$ cat src/rtl/vscale_hazard_pkg.sv
// rtl/vscale_hazard_pkg.sv - shared record type, select constant and width helpers for the vscale hazard unit
package vscale_hazard_pkg;

  // Record fields are sized for the largest supported configuration
  // (REG_ADDR_WIDTH <= 8, N_STAGES <= 4); narrower values are zero-extended.
  localparam int REC_RD_W  = 8;
  localparam int REC_LAT_W = 3;

  // Bypass select value meaning "take the register file"
  localparam int BYP_RF = 0;

  typedef struct packed {
    logic                 valid;
    logic [REC_RD_W-1:0]  rd;
    logic [REC_LAT_W-1:0] lat;
  } hazard_rec_t;

  function automatic int sel_w(input int n_stages);
    return $clog2(n_stages + 1);
  endfunction

  function automatic int lat_w(input int n_stages);
    return $clog2(n_stages + 1);
  endfunction

endpackage

$ cat src/rtl/vscale_hazard_if.sv
// rtl/vscale_hazard_if.sv - DX-stage hazard request/response bundle for vscale_hazard_unit
interface vscale_hazard_if #(
  parameter int N_STAGES       = 2,
  parameter int REG_ADDR_WIDTH = 5
);
  import vscale_hazard_pkg::*;

  localparam int SEL_W = sel_w(N_STAGES);
  localparam int LAT_W = lat_w(N_STAGES);

  logic                      dx_valid;
  logic [REG_ADDR_WIDTH-1:0] rs1_addr;
  logic [REG_ADDR_WIDTH-1:0] rs2_addr;
  logic                      rs1_used;
  logic                      rs2_used;
  logic [REG_ADDR_WIDTH-1:0] rd_addr;
  logic                      rd_wr;
  logic [LAT_W-1:0]          rd_lat;
  logic                      rd_long;
  logic                      long_done;
  logic [REG_ADDR_WIDTH-1:0] long_done_rd;
  logic                      stall_ext;
  logic                      flush;
  logic                      stall_DX_hazard;
  logic [SEL_W-1:0]          bypass_rs1_sel;
  logic [SEL_W-1:0]          bypass_rs2_sel;

  modport master (
    output dx_valid, rs1_addr, rs2_addr, rs1_used, rs2_used,
    output rd_addr, rd_wr, rd_lat, rd_long,
    output long_done, long_done_rd, stall_ext, flush,
    input  stall_DX_hazard, bypass_rs1_sel, bypass_rs2_sel
  );

  modport slave (
    input  dx_valid, rs1_addr, rs2_addr, rs1_used, rs2_used,
    input  rd_addr, rd_wr, rd_lat, rd_long,
    input  long_done, long_done_rd, stall_ext, flush,
    output stall_DX_hazard, bypass_rs1_sel, bypass_rs2_sel
  );

endinterface

$ cat src/rtl/vscale_hazard_match.sv
// rtl/vscale_hazard_match.sv - youngest-match priority encoder for one DX source operand
module vscale_hazard_match
  import vscale_hazard_pkg::*;
#(
  parameter  int N_STAGES       = 2,
  parameter  int REG_ADDR_WIDTH = 5,
  localparam int SEL_W          = sel_w(N_STAGES)
) (
  input  logic [REG_ADDR_WIDTH-1:0] src_addr,
  input  logic                      src_used,
  input  hazard_rec_t [N_STAGES:1]  recs,
  output logic [SEL_W-1:0]          sel,
  output logic                      hazard
);

  // Walk oldest to youngest so the youngest matching stage has the final say;
  // a not-yet-ready young match hides any ready older copy of the register.
  always_comb begin
    sel    = SEL_W'(BYP_RF);
    hazard = 1'b0;
    for (int k = N_STAGES; k >= 1; k--) begin
      if (src_used && (src_addr != '0) && recs[k].valid &&
          (recs[k].rd == REC_RD_W'(src_addr))) begin
        if (recs[k].lat <= REC_LAT_W'(k)) begin
          sel    = SEL_W'(k);
          hazard = 1'b0;
        end else begin
          sel    = SEL_W'(BYP_RF);
          hazard = 1'b1;
        end
      end
    end
  end

endmodule

$ cat src/rtl/vscale_hazard_unit.sv
// rtl/vscale_hazard_unit.sv - DX data-hazard stall and bypass control; long-op scoreboard under VSCALE_LONG_OP_EN
module vscale_hazard_unit
  import vscale_hazard_pkg::*;
#(
  parameter int N_STAGES       = 2,
  parameter int REG_ADDR_WIDTH = 5
) (
  input logic           clk,
  input logic           reset_n,
  vscale_hazard_if.slave hz
);

  localparam int SEL_W = sel_w(N_STAGES);

  hazard_rec_t [N_STAGES:1] recs;
  hazard_rec_t              new_rec;
  logic [SEL_W-1:0]         sel_rs1;
  logic [SEL_W-1:0]         sel_rs2;
  logic                     haz_rs1;
  logic                     haz_rs2;
  logic                     long_haz;
  logic                     pipe_wr;
  logic                     stall;
  logic                     issue;

  vscale_hazard_match #(
    .N_STAGES       (N_STAGES),
    .REG_ADDR_WIDTH (REG_ADDR_WIDTH)
  ) u_match_rs1 (
    .src_addr (hz.rs1_addr),
    .src_used (hz.rs1_used),
    .recs     (recs),
    .sel      (sel_rs1),
    .hazard   (haz_rs1)
  );

  vscale_hazard_match #(
    .N_STAGES       (N_STAGES),
    .REG_ADDR_WIDTH (REG_ADDR_WIDTH)
  ) u_match_rs2 (
    .src_addr (hz.rs2_addr),
    .src_used (hz.rs2_used),
    .recs     (recs),
    .sel      (sel_rs2),
    .hazard   (haz_rs2)
  );

`ifdef VSCALE_LONG_OP_EN
  localparam int SB_W = 2 ** REG_ADDR_WIDTH;

  logic [SB_W-1:0] sb;
  logic            long_issue;

  // Pending multi-cycle results block readers (RAW) and new writers (WAW)
  always_comb begin
    long_haz = 1'b0;
    if (hz.rs1_used && (hz.rs1_addr != '0) && sb[hz.rs1_addr]) long_haz = 1'b1;
    if (hz.rs2_used && (hz.rs2_addr != '0) && sb[hz.rs2_addr]) long_haz = 1'b1;
    if (hz.rd_wr && (hz.rd_addr != '0) && sb[hz.rd_addr])      long_haz = 1'b1;
  end

  assign long_issue = hz.dx_valid && hz.rd_wr && hz.rd_long && (hz.rd_addr != '0) &&
                      !stall && !hz.stall_ext && !hz.flush;
  assign pipe_wr    = hz.rd_wr && !hz.rd_long;

  // Completion clears, issue sets; the set is written last so it wins a same-register collision
  always_ff @(posedge clk or negedge reset_n) begin
    if (!reset_n) begin
      sb <= '0;
    end else begin
      if (hz.long_done) sb[hz.long_done_rd] <= 1'b0;
      if (long_issue)   sb[hz.rd_addr]      <= 1'b1;
    end
  end
`else
  logic unused_long;

  assign unused_long = ^{hz.rd_long, hz.long_done, hz.long_done_rd};
  assign long_haz    = 1'b0;
  assign pipe_wr     = hz.rd_wr;
`endif

  assign stall = hz.dx_valid && !hz.flush && (haz_rs1 || haz_rs2 || long_haz);
  assign issue = hz.dx_valid && pipe_wr && (hz.rd_addr != '0) &&
                 !stall && !hz.stall_ext && !hz.flush;

  assign hz.stall_DX_hazard = stall;
  assign hz.bypass_rs1_sel  = sel_rs1;
  assign hz.bypass_rs2_sel  = sel_rs2;

  // Record entering stage 1: the DX write when it issues, otherwise a bubble
  always_comb begin
    new_rec       = '0;
    new_rec.valid = issue;
    new_rec.rd    = REC_RD_W'(hz.rd_addr);
    new_rec.lat   = REC_LAT_W'(hz.rd_lat);
  end

  // Write-record shift register; flush kills every stage even while frozen by stall_ext
  always_ff @(posedge clk or negedge reset_n) begin
    if (!reset_n) begin
      recs <= '0;
    end else if (hz.flush) begin
      for (int k = 1; k <= N_STAGES; k++) recs[k].valid <= 1'b0;
    end else if (!hz.stall_ext) begin
      recs[1] <= new_rec;
      for (int k = 2; k <= N_STAGES; k++) recs[k] <= recs[k-1];
    end
  end

endmodule

$ cat src/flat_wrapper.sv
// flat-port wrapper written by rule: the top's interface ports become plain ports
module vscale_hazard_unit_flat import vscale_hazard_pkg::*;
#(
  parameter int N_STAGES       = 2,
  parameter int REG_ADDR_WIDTH = 5
)
  (clk, reset_n, hz_dx_valid, hz_rs1_addr, hz_rs2_addr, hz_rs1_used, hz_rs2_used, hz_rd_addr, hz_rd_wr, hz_rd_lat, hz_rd_long, hz_long_done, hz_long_done_rd, hz_stall_ext, hz_flush, hz_stall_DX_hazard, hz_bypass_rs1_sel, hz_bypass_rs2_sel);
  vscale_hazard_if #(.N_STAGES(N_STAGES), .REG_ADDR_WIDTH(REG_ADDR_WIDTH)) hz_i ();
  input logic clk;
  input logic reset_n;
  input wire logic [$bits(hz_i.dx_valid)-1:0] hz_dx_valid;
  input wire logic [$bits(hz_i.rs1_addr)-1:0] hz_rs1_addr;
  input wire logic [$bits(hz_i.rs2_addr)-1:0] hz_rs2_addr;
  input wire logic [$bits(hz_i.rs1_used)-1:0] hz_rs1_used;
  input wire logic [$bits(hz_i.rs2_used)-1:0] hz_rs2_used;
  input wire logic [$bits(hz_i.rd_addr)-1:0] hz_rd_addr;
  input wire logic [$bits(hz_i.rd_wr)-1:0] hz_rd_wr;
  input wire logic [$bits(hz_i.rd_lat)-1:0] hz_rd_lat;
  input wire logic [$bits(hz_i.rd_long)-1:0] hz_rd_long;
  input wire logic [$bits(hz_i.long_done)-1:0] hz_long_done;
  input wire logic [$bits(hz_i.long_done_rd)-1:0] hz_long_done_rd;
  input wire logic [$bits(hz_i.stall_ext)-1:0] hz_stall_ext;
  input wire logic [$bits(hz_i.flush)-1:0] hz_flush;
  output wire logic [$bits(hz_i.stall_DX_hazard)-1:0] hz_stall_DX_hazard;
  output wire logic [$bits(hz_i.bypass_rs1_sel)-1:0] hz_bypass_rs1_sel;
  output wire logic [$bits(hz_i.bypass_rs2_sel)-1:0] hz_bypass_rs2_sel;
  assign hz_i.dx_valid = hz_dx_valid;
  assign hz_i.rs1_addr = hz_rs1_addr;
  assign hz_i.rs2_addr = hz_rs2_addr;
  assign hz_i.rs1_used = hz_rs1_used;
  assign hz_i.rs2_used = hz_rs2_used;
  assign hz_i.rd_addr = hz_rd_addr;
  assign hz_i.rd_wr = hz_rd_wr;
  assign hz_i.rd_lat = hz_rd_lat;
  assign hz_i.rd_long = hz_rd_long;
  assign hz_i.long_done = hz_long_done;
  assign hz_i.long_done_rd = hz_long_done_rd;
  assign hz_i.stall_ext = hz_stall_ext;
  assign hz_i.flush = hz_flush;
  assign hz_stall_DX_hazard = hz_i.stall_DX_hazard;
  assign hz_bypass_rs1_sel = hz_i.bypass_rs1_sel;
  assign hz_bypass_rs2_sel = hz_i.bypass_rs2_sel;
  vscale_hazard_unit #(.N_STAGES(N_STAGES), .REG_ADDR_WIDTH(REG_ADDR_WIDTH)) u_core (.clk(clk), .reset_n(reset_n), .hz(hz_i));
endmodule
$ cat config.mk
export PLATFORM = sky130hd
export DESIGN_NAME = vscale_hazard_unit_flat
export DESIGN_NICKNAME = d
export VERILOG_FILES = /design/src/rtl/vscale_hazard_pkg.sv /design/src/rtl/vscale_hazard_if.sv /design/src/rtl/vscale_hazard_match.sv /design/src/rtl/vscale_hazard_unit.sv /design/src/flat_wrapper.sv
export SDC_FILE = /design/constraint.sdc
export NUM_CORES = 1
export LEC_CHECK = 0
export ABC_AREA = 1
export ABC_CLOCK_PERIOD_IN_PS = 1600
export BUFFER_PORTS_ARGS = -buffer_cell sky130_fd_sc_hd__buf_2
export CORE_ASPECT_RATIO = 0.6
export CORE_MARGIN = 10
export CORE_UTILIZATION = 49
export DETAILED_ROUTE_END_ITERATION = 12
export HOLD_SLACK_MARGIN = 0.02
export PLACE_DENSITY = 0.78
export RECOVER_POWER = 50
export SLEW_MARGIN = 20
export SYNTH_ARGS = -nofsm -noshare
export SYNTH_HDL_FRONTEND = slang
export SYNTH_SLANG_ARGS = --single-unit
export TNS_END_PERCENT = 30
$ cat constraint.sdc
create_clock -name clk -period 1.6 [get_ports clk]
set_input_delay 0.32 -clock clk [delete_from_list [all_inputs] [get_ports clk]]
set_output_delay 0.32 -clock clk [all_outputs]
set_load 0.05 [all_outputs]
==> impl_metrics.toml, run 1 <==
[critical_path]
critPathMostFrequentCell = "nand2_1"
crit_buf_inv = 2
startpoint_type = "flip-flop"
critPathMaxFanout = 3
end_kind = "output pin"
arrival_ns = 1.71
reg2reg_slack_ns = 0.13
crit_family = "simple AND/OR/NAND/NOR gates"
cpPeakStageDelay_ns = 0.44
cp_cell_sequence = "xor2_1 -> nor3_2 -> nand2_1 -> nand2_1 -> nand2_1 -> nand2_1 -> nand2_2 -> inv_2 -> buf_8"
crit_path_top_delay_cell = "dfrtp_1"
worstSetupPathType = "reg2out"
required_ns = 1.28

[power]
clockPowerShare_pct = 29.9
switching_share_pct = 32.4
power_density_nw_per_um2 = 792
leakage_uw = 0.000855
p_comb_share_pct = 28.9
p_int_uw = 832
ir_drop_uv = 706
switchingPower_uw = 399
seq_power_share_pct = 41.2

[logic_synthesis]
synth_area_um2 = 1100
synthesis.area_per_instance_um2 = 6.46
synth_nets = 203
yosys_warnings = 0
synthTopCellsByArea = "dfrtp_1 36%, nand2_1 20%, inv_1 8.2%"
ys_ff_latch = 16
netlist_instances = 171
yosys.area.top_type = "dfrtp_1"
synth_top_area_share_pct = 36.2
synth_cell_types = 18
synth_seq_area_share_pct = 36.2

[place]
port_buffers = 29
gp_congestion = 0.924
placed_area_um2 = 1440
place_worst_setup_slack_ns = -0.238
dp_hpwl_mm = 2.70

[clock_tree]
h-tree-depth = 1
clk_latency_ns = 0.25
cts_inserted_buffers = 3
cts_tree = "yes"
cts.sinks = 16
ctsLongestPathBuffers = 2
clk_pin_slew_ns = 0.06
cts_root_buf = "clkbuf_8"

[layout]
max_flop_register = "u_core.recs"
final_nets = 256
top_regs = "u_core.recs: 16 flops"
syn_to_final_growth_pct = 40.7
final_cell_area_um2 = 1550
drive_gt1_share_pct = 33.6
largest_register_ffs = 16
antennaDiodeCount = 0
final_core_util_pct = 71.8

[sta]
layout_worst_path_cycle_share_pct = 127
rsz0062_at_grt = "yes"
worst_slack_ns = -0.426
final.setup.tns_ns = -1.52
final_max_slew_viol_count = 0
skew_ns = 0.00351
fmax_mhz = 494
relSlewSlack_pct = 40.3
setup_viol = 5
tightest_slew_ns = 0.895
hold_viol = 0
min_period_ns = 2.03

[status]
violations = "setup timing"
status = "finished, violations left"

[drt]
drtIter0Drc = 100
wl_per_cell_um = 14.3
drtAntennaViolNets = 0
via_per_inst = 5.16
vias = 1306
drc = 0
finalWirelength_mm = 3.62
dr.pass1.iters = 4

[global_routing]
grt_max_degree = 23
antenna_found_initial = 0
gr-total-overflow = 0
gr-usage-all-layers_pct = 15.4
grt_pass1_vias = 1242
grt_first_pass_wirelength_mm = 5.72

[run]
maxCapViolCount = 0

[floorplanning]
rows = 13
die-area_um2 = 4620
dieHeight_um = 56.8
fp.coreArea_um2 = 2160
start_util_pct = 51.1
num_io_pins = 37
dieWidth_um = 81.3

[min_path]
hp-class = "in2reg"
==> power groups by stage <==
stage | clock [uW] | sequential, uW | combinational (uW)
floorplan | 0 | 499 | 178
global placement | 0 | 506 | 328
detailed placement | 0 | 507 | 339
CTS | 370 | 502 | 353
global route | 389 | 513 | 395
finish | 368 | 507 | 356
==> logic make-up after synthesis <==
| family | Yosys count | synth area share (%) |
|---|---|---|
| AO/OA/AOI/OAI | 21 | 10.1 |
| flip-flops | 16 | 36.2 |
| buffers and inverters | 34 | 12.8 |
| AND/OR/NAND/NOR | 95 | 36.9 |
| XOR/XNOR | 5 | 3.96 |
==> path summary, 6_finish.rpt <==
path | cells past startpoint | start | endpoint
worst min register to register | 2 | u_core.recs[13] | u_core.recs[13]
max in group asynchronous | 2 | reset_n | u_core.recs[6]
worst max register to register | 9 | u_core.recs[5] | u_core.recs[11]
worst min-delay path | 3 | hz_rd_lat[0] | u_core.recs[0]
min in group asynchronous | 2 | reset_n | u_core.recs[1]
worst max-delay path | 9 | u_core.recs[5] | hz_stall_DX_hazard
==> through the flow <==
step | instances | power, uW | hold WS, ns
after floorplan | 171 | 677 | 0.0244
after global placement | 247 | 833 | 0.247
after detailed placement | 247 | 846 | 0.252
after CTS | 253 | 1220 | 0.284
after global routing | 253 | 1300 | 0.291
final | 253 | 1230 | 0.280
==> routing by layer <==
metal	vias up	share of wire (%)	global-route usage [%]
li1	637	-	-
met1	586	40	18.7
met2	77	48	26.7
met3	6	11	3.97
met4	0	0.75	2.21
met5	-	0	0
==> cells in the final DEF (no fill, tap or decap) <==
cell type,synthesis,routed
a21oi_2,1,2
nand4_1,8,8
o21ai_1,15,10
o21ai_0,0,5
buf_8,0,1
buf_4,0,19
inv_1,24,21
dfrtp_1,16,14
nand3_1,10,10
nand2_2,0,2
nor3_2,2,3
dfrtp_2,0,2
clkbuf_1,2,2
buf_6,0,4
bufinv_8,1,1
inv_2,6,9
nor2_2,2,4
a21oi_1,3,2
clkinv_1,1,1
buf_2,0,23
xor2_2,0,1
nand2_1,59,57
xor2_1,5,4
nor2_1,13,11
dlygate4sd3_1,0,1
clkbuf_8,0,4
o22ai_1,2,2
==> cells in the mapped netlist <==
library cell / instances
nor3_2: 2
o22ai_1: 2
nand4_1: 8
nand2_1: 59
nor3_1: 1
a21oi_2: 1
clkinv_1: 1
bufinv_8: 1
inv_1: 24
a21oi_1: 3
nor2_1: 13
clkbuf_1: 2
dfrtp_1: 16
inv_2: 6
xor2_1: 5
nor2_2: 2
o21ai_1: 15
nand3_1: 10
==> final cells by class <==
class	instances	area, um^2
tap	30	37.5
timing repair buffer	50	335
fill	174	609
multi-input combinational	121	589
inverter	32	134
clock buffer	4	55.1
sequential	16	403
==> worst min-delay path, cell delays in order <==
cell and delay (ns):
buf_2 0.08, nand2_1 0.04, o21ai_1 0.06
==> what timing repair did <==
item                                    in CTS  in global routing
resized for setup                           11                 10
buffers inserted                             1                  0
endpoints found under the setup margin       5                  5
pin swaps                                    6                  4
hold endpoints to repair                    16                  0
hold buffers                                 1                  0
(Power assumes the default switching activity.)
==> run 2: changes to the inputs <==
- ABC_AREA: 1 -> default
- CORE_ASPECT_RATIO: 0.6 -> default
- CORE_UTILIZATION: 49 -> 47
- PLACE_DENSITY: 0.78 -> 0.77
==> impl_metrics.toml, run 2 <==
[status]
status = "finished, violations left"
violations = "setup timing"

[logic_synthesis]
synth_area_um2 = 965
synth_seq_area_share_pct = 41.5
netlist_top_cells_count = "16 x dfrtp_1, 14 x mux2_2, 12 x xnor2_1, 8 x xor2_1, 5 x nand2_1"
async_reset_ff_share_pct = 100
synthesis.area_per_instance_um2 = 11.9
synthTopCellsByArea = "dfrtp_1 42%, mux2_2 16%, xnor2_1 11%"
synth_edf_count = 0
netlist_instances = 81
yosys_warnings = 0
ys_ff_latch = 16
synth_top_area_share_pct = 41.5
ys.flop_type = "dfrtp_1"
synth_cell_types = 24
yosys.area.top_type = "dfrtp_1"
synth_most_common_cell = "dfrtp_1"
synth_nets = 113

[place]
placed_cells = 155
gp_congestion = 0.797
port_buffers = 29
place_worst_setup_slack_ns = -0.698
dp_hpwl_mm = 2.09

[clock_tree]
cts_tree = "yes"
h-tree-depth = 1
cts_root_buf = "clkbuf_4"
cts_inserted_buffers = 3
clk_latency_ns = 0.28
cts.sinks = 16
clk_pin_slew_ns = 0.09
ctsLongestPathBuffers = 2

[layout]
seqCellArea_um2 = 402
largest_register_ffs = 16
final_core_util_pct = 72.0
layout_common_cells = "23 x buf_2, 17 x buf_4, 15 x dfrtp_1"
mostFrequentLayoutCell = "buf_2"
n_fill_cell = 155
max_flop_register = "u_core.recs"
multiInputGateArea_um2 = 602
top_regs = "u_core.recs: 16 flops"
final_nets = 166
syn_to_final_growth_pct = 46.4
antennaDiodeCount = 0
final_cells = 160
drive_gt1_share_pct = 57.9

[critical_path]
r2r-start = "u_core.recs[4]"
cpPeakStageDelay_ns = 0.44
end_kind = "output pin"
crit_path_top_delay_cell = "dfrtp_2"
reg2reg_slack_ns = -0.07
rr_endpoint = "u_core.recs[11]"
required_ns = 1.28
r2r_cells = 8
crit_buf_inv = 3
crit_family = "simple AND/OR/NAND/NOR gates"
critPathMostFrequentCell = "buf_4"
cp_cell_sequence = "buf_4 -> xor2_1 -> nor4_1 -> buf_4 -> nand4b_4 -> a22oi_2 -> o2bb2ai_2 -> and3b_2 -> buf_6"
worstSetupPathType = "reg2out"
startpoint_type = "flip-flop"
arrival_ns = 2.11
critPathMaxFanout = 3

[global_routing]
grt_pass1_vias = 889
gr-usage-all-layers_pct = 12.0
grt_first_pass_wirelength_mm = 4.05
gr-total-overflow = 0
antenna_found_initial = 0
grt_max_degree = 17

[drt]
drt-met1-wl_mm = 1.07
dr.max_layer_used = "met4"
drtIter0Drc = 49
wl_per_cell_um = 16.2
drc = 0
met3_length_um = 169
dr_wl_met2_mm = 1.31
drtAntennaViolNets = 0
finalWirelength_mm = 2.59
dr.pass1.iters = 4
vias = 822
via_per_inst = 5.14

[power]
power_density_nw_per_um2 = 825
p_total_uw = 1170
leakage_uw = 0.000682
ir_drop_uv = 675

[sta]
rsz0062_at_grt = "yes"
min_period_ns = 2.43
fin_hold_ws_ns = 0.235
skew_ns = 0.000523
tightest_slew_ns = 0.797
hold_viol = 0
relSlewSlack_pct = 46.9
setup_viol = 6
layout_worst_path_cycle_share_pct = 152
final_max_slew_viol_count = 0
fmax_mhz = 411
worst_slack_ns = -0.831

[min_path]
worstHoldEndpoint = "u_core.recs[23]"
hold_depth = 2
min_from = "hz_flush"
hp-class = "in2reg"

[floorplanning]
dieHeight_um = 65.3
num_io_pins = 37
start_util_pct = 49.2
die-area_um2 = 4260
dieWidth_um = 65.3
fp.coreArea_um2 = 1960
rows = 16

[run]
maxCapViolCount = 0
-- run 2: cell types whose count changed after synthesis, sizes merged, moves of 10 or more --
| cell | change |
|---|---|
| nand2 | -54 |
| mux2 | +14 |
| nor2 | -11 |
| inv | -30 |
| o21ai | -13 |
| nand3 | -10 |
| xnor2 | +12 |
-- run 2: layout make-up --
cell class / instances / share of cell area [%]
clock buffer: 4 / 2.57
tap: 27 / 2.39
multi-input combinational: 64 / 42.6
timing repair buffer: 49 / 24.0
sequential: 16 / 28.4
-- run 2: what timing repair did --
action / 4_1_cts / 5_1_grt
setup endpoints to repair: 6 / 6
pin swaps: 4 / 4
hold endpoints to repair: 16 / 0
gates resized for setup: 11 / 7
buffers inserted: 0 / 0
hold buffers: 1 / 0
-- run 2: per-stage QoR --
step / instance area, um^2 / setup TNS (ns)
detailed placement: 1300 / -2.89
finish: 1410 / -3.25
floorplan: 980 / -1.59
CTS: 1380 / -3.41
global route: 1410 / -3.77
global placement: 1300 / -2.73
-- run 2: how the worst max path moves through the flow --
stage / from / endpoint / slack (ns) / cells past startpoint
finish: u_core.recs[4] / hz_stall_DX_hazard / -0.83 / 9
global route: u_core.recs[4] / hz_stall_DX_hazard / -0.93 / 9
CTS: u_core.recs[5] / hz_stall_DX_hazard / -0.85 / 7
detailed placement: hz_rs2_addr[1] / hz_stall_DX_hazard / -0.70 / 8
global placement: hz_rs2_addr[1] / hz_stall_DX_hazard / -0.67 / 8
floorplan: hz_rs2_addr[1] / hz_stall_DX_hazard / -0.41 / 6
-- run 2: cell families after synthesis --
kind of cell | Yosys count | share of synthesized area, %
XOR/XNOR | 20 | 18.2
buffers and inverters | 1 | 0.389
flip-flops | 16 | 41.5
multiplexers | 15 | 17.4
AO/OA/AOI/OAI | 6 | 5.84
AND/OR/NAND/NOR | 23 | 16.7
-- run 2: per-layer routing --
| layer | track usage, % | up-vias |
|---|---|---|
| li1 | - | 400 |
| met1 | 13.8 | 385 |
| met2 | 19.6 | 32 |
| met3 | 3.90 | 5 |
| met4 | 5.35 | 0 |
| met5 | 0 | - |
-- run 2: power by group --
group          switching [uW]  internal, uW
combinational             138           208
sequential               86.3           475
clock                     120           138
total                     344           822
-- run 2: worst register-to-register path, stage by stage (launching register included) --
cell	delay (ns)
dfrtp_2	0.44
buf_4	0.14
xor2_1	0.13
nor4_1	0.16
buf_4	0.17
nand4b_4	0.13
a22oi_2	0.22
o2bb2ai_2	0.08
o22ai_1	0.11
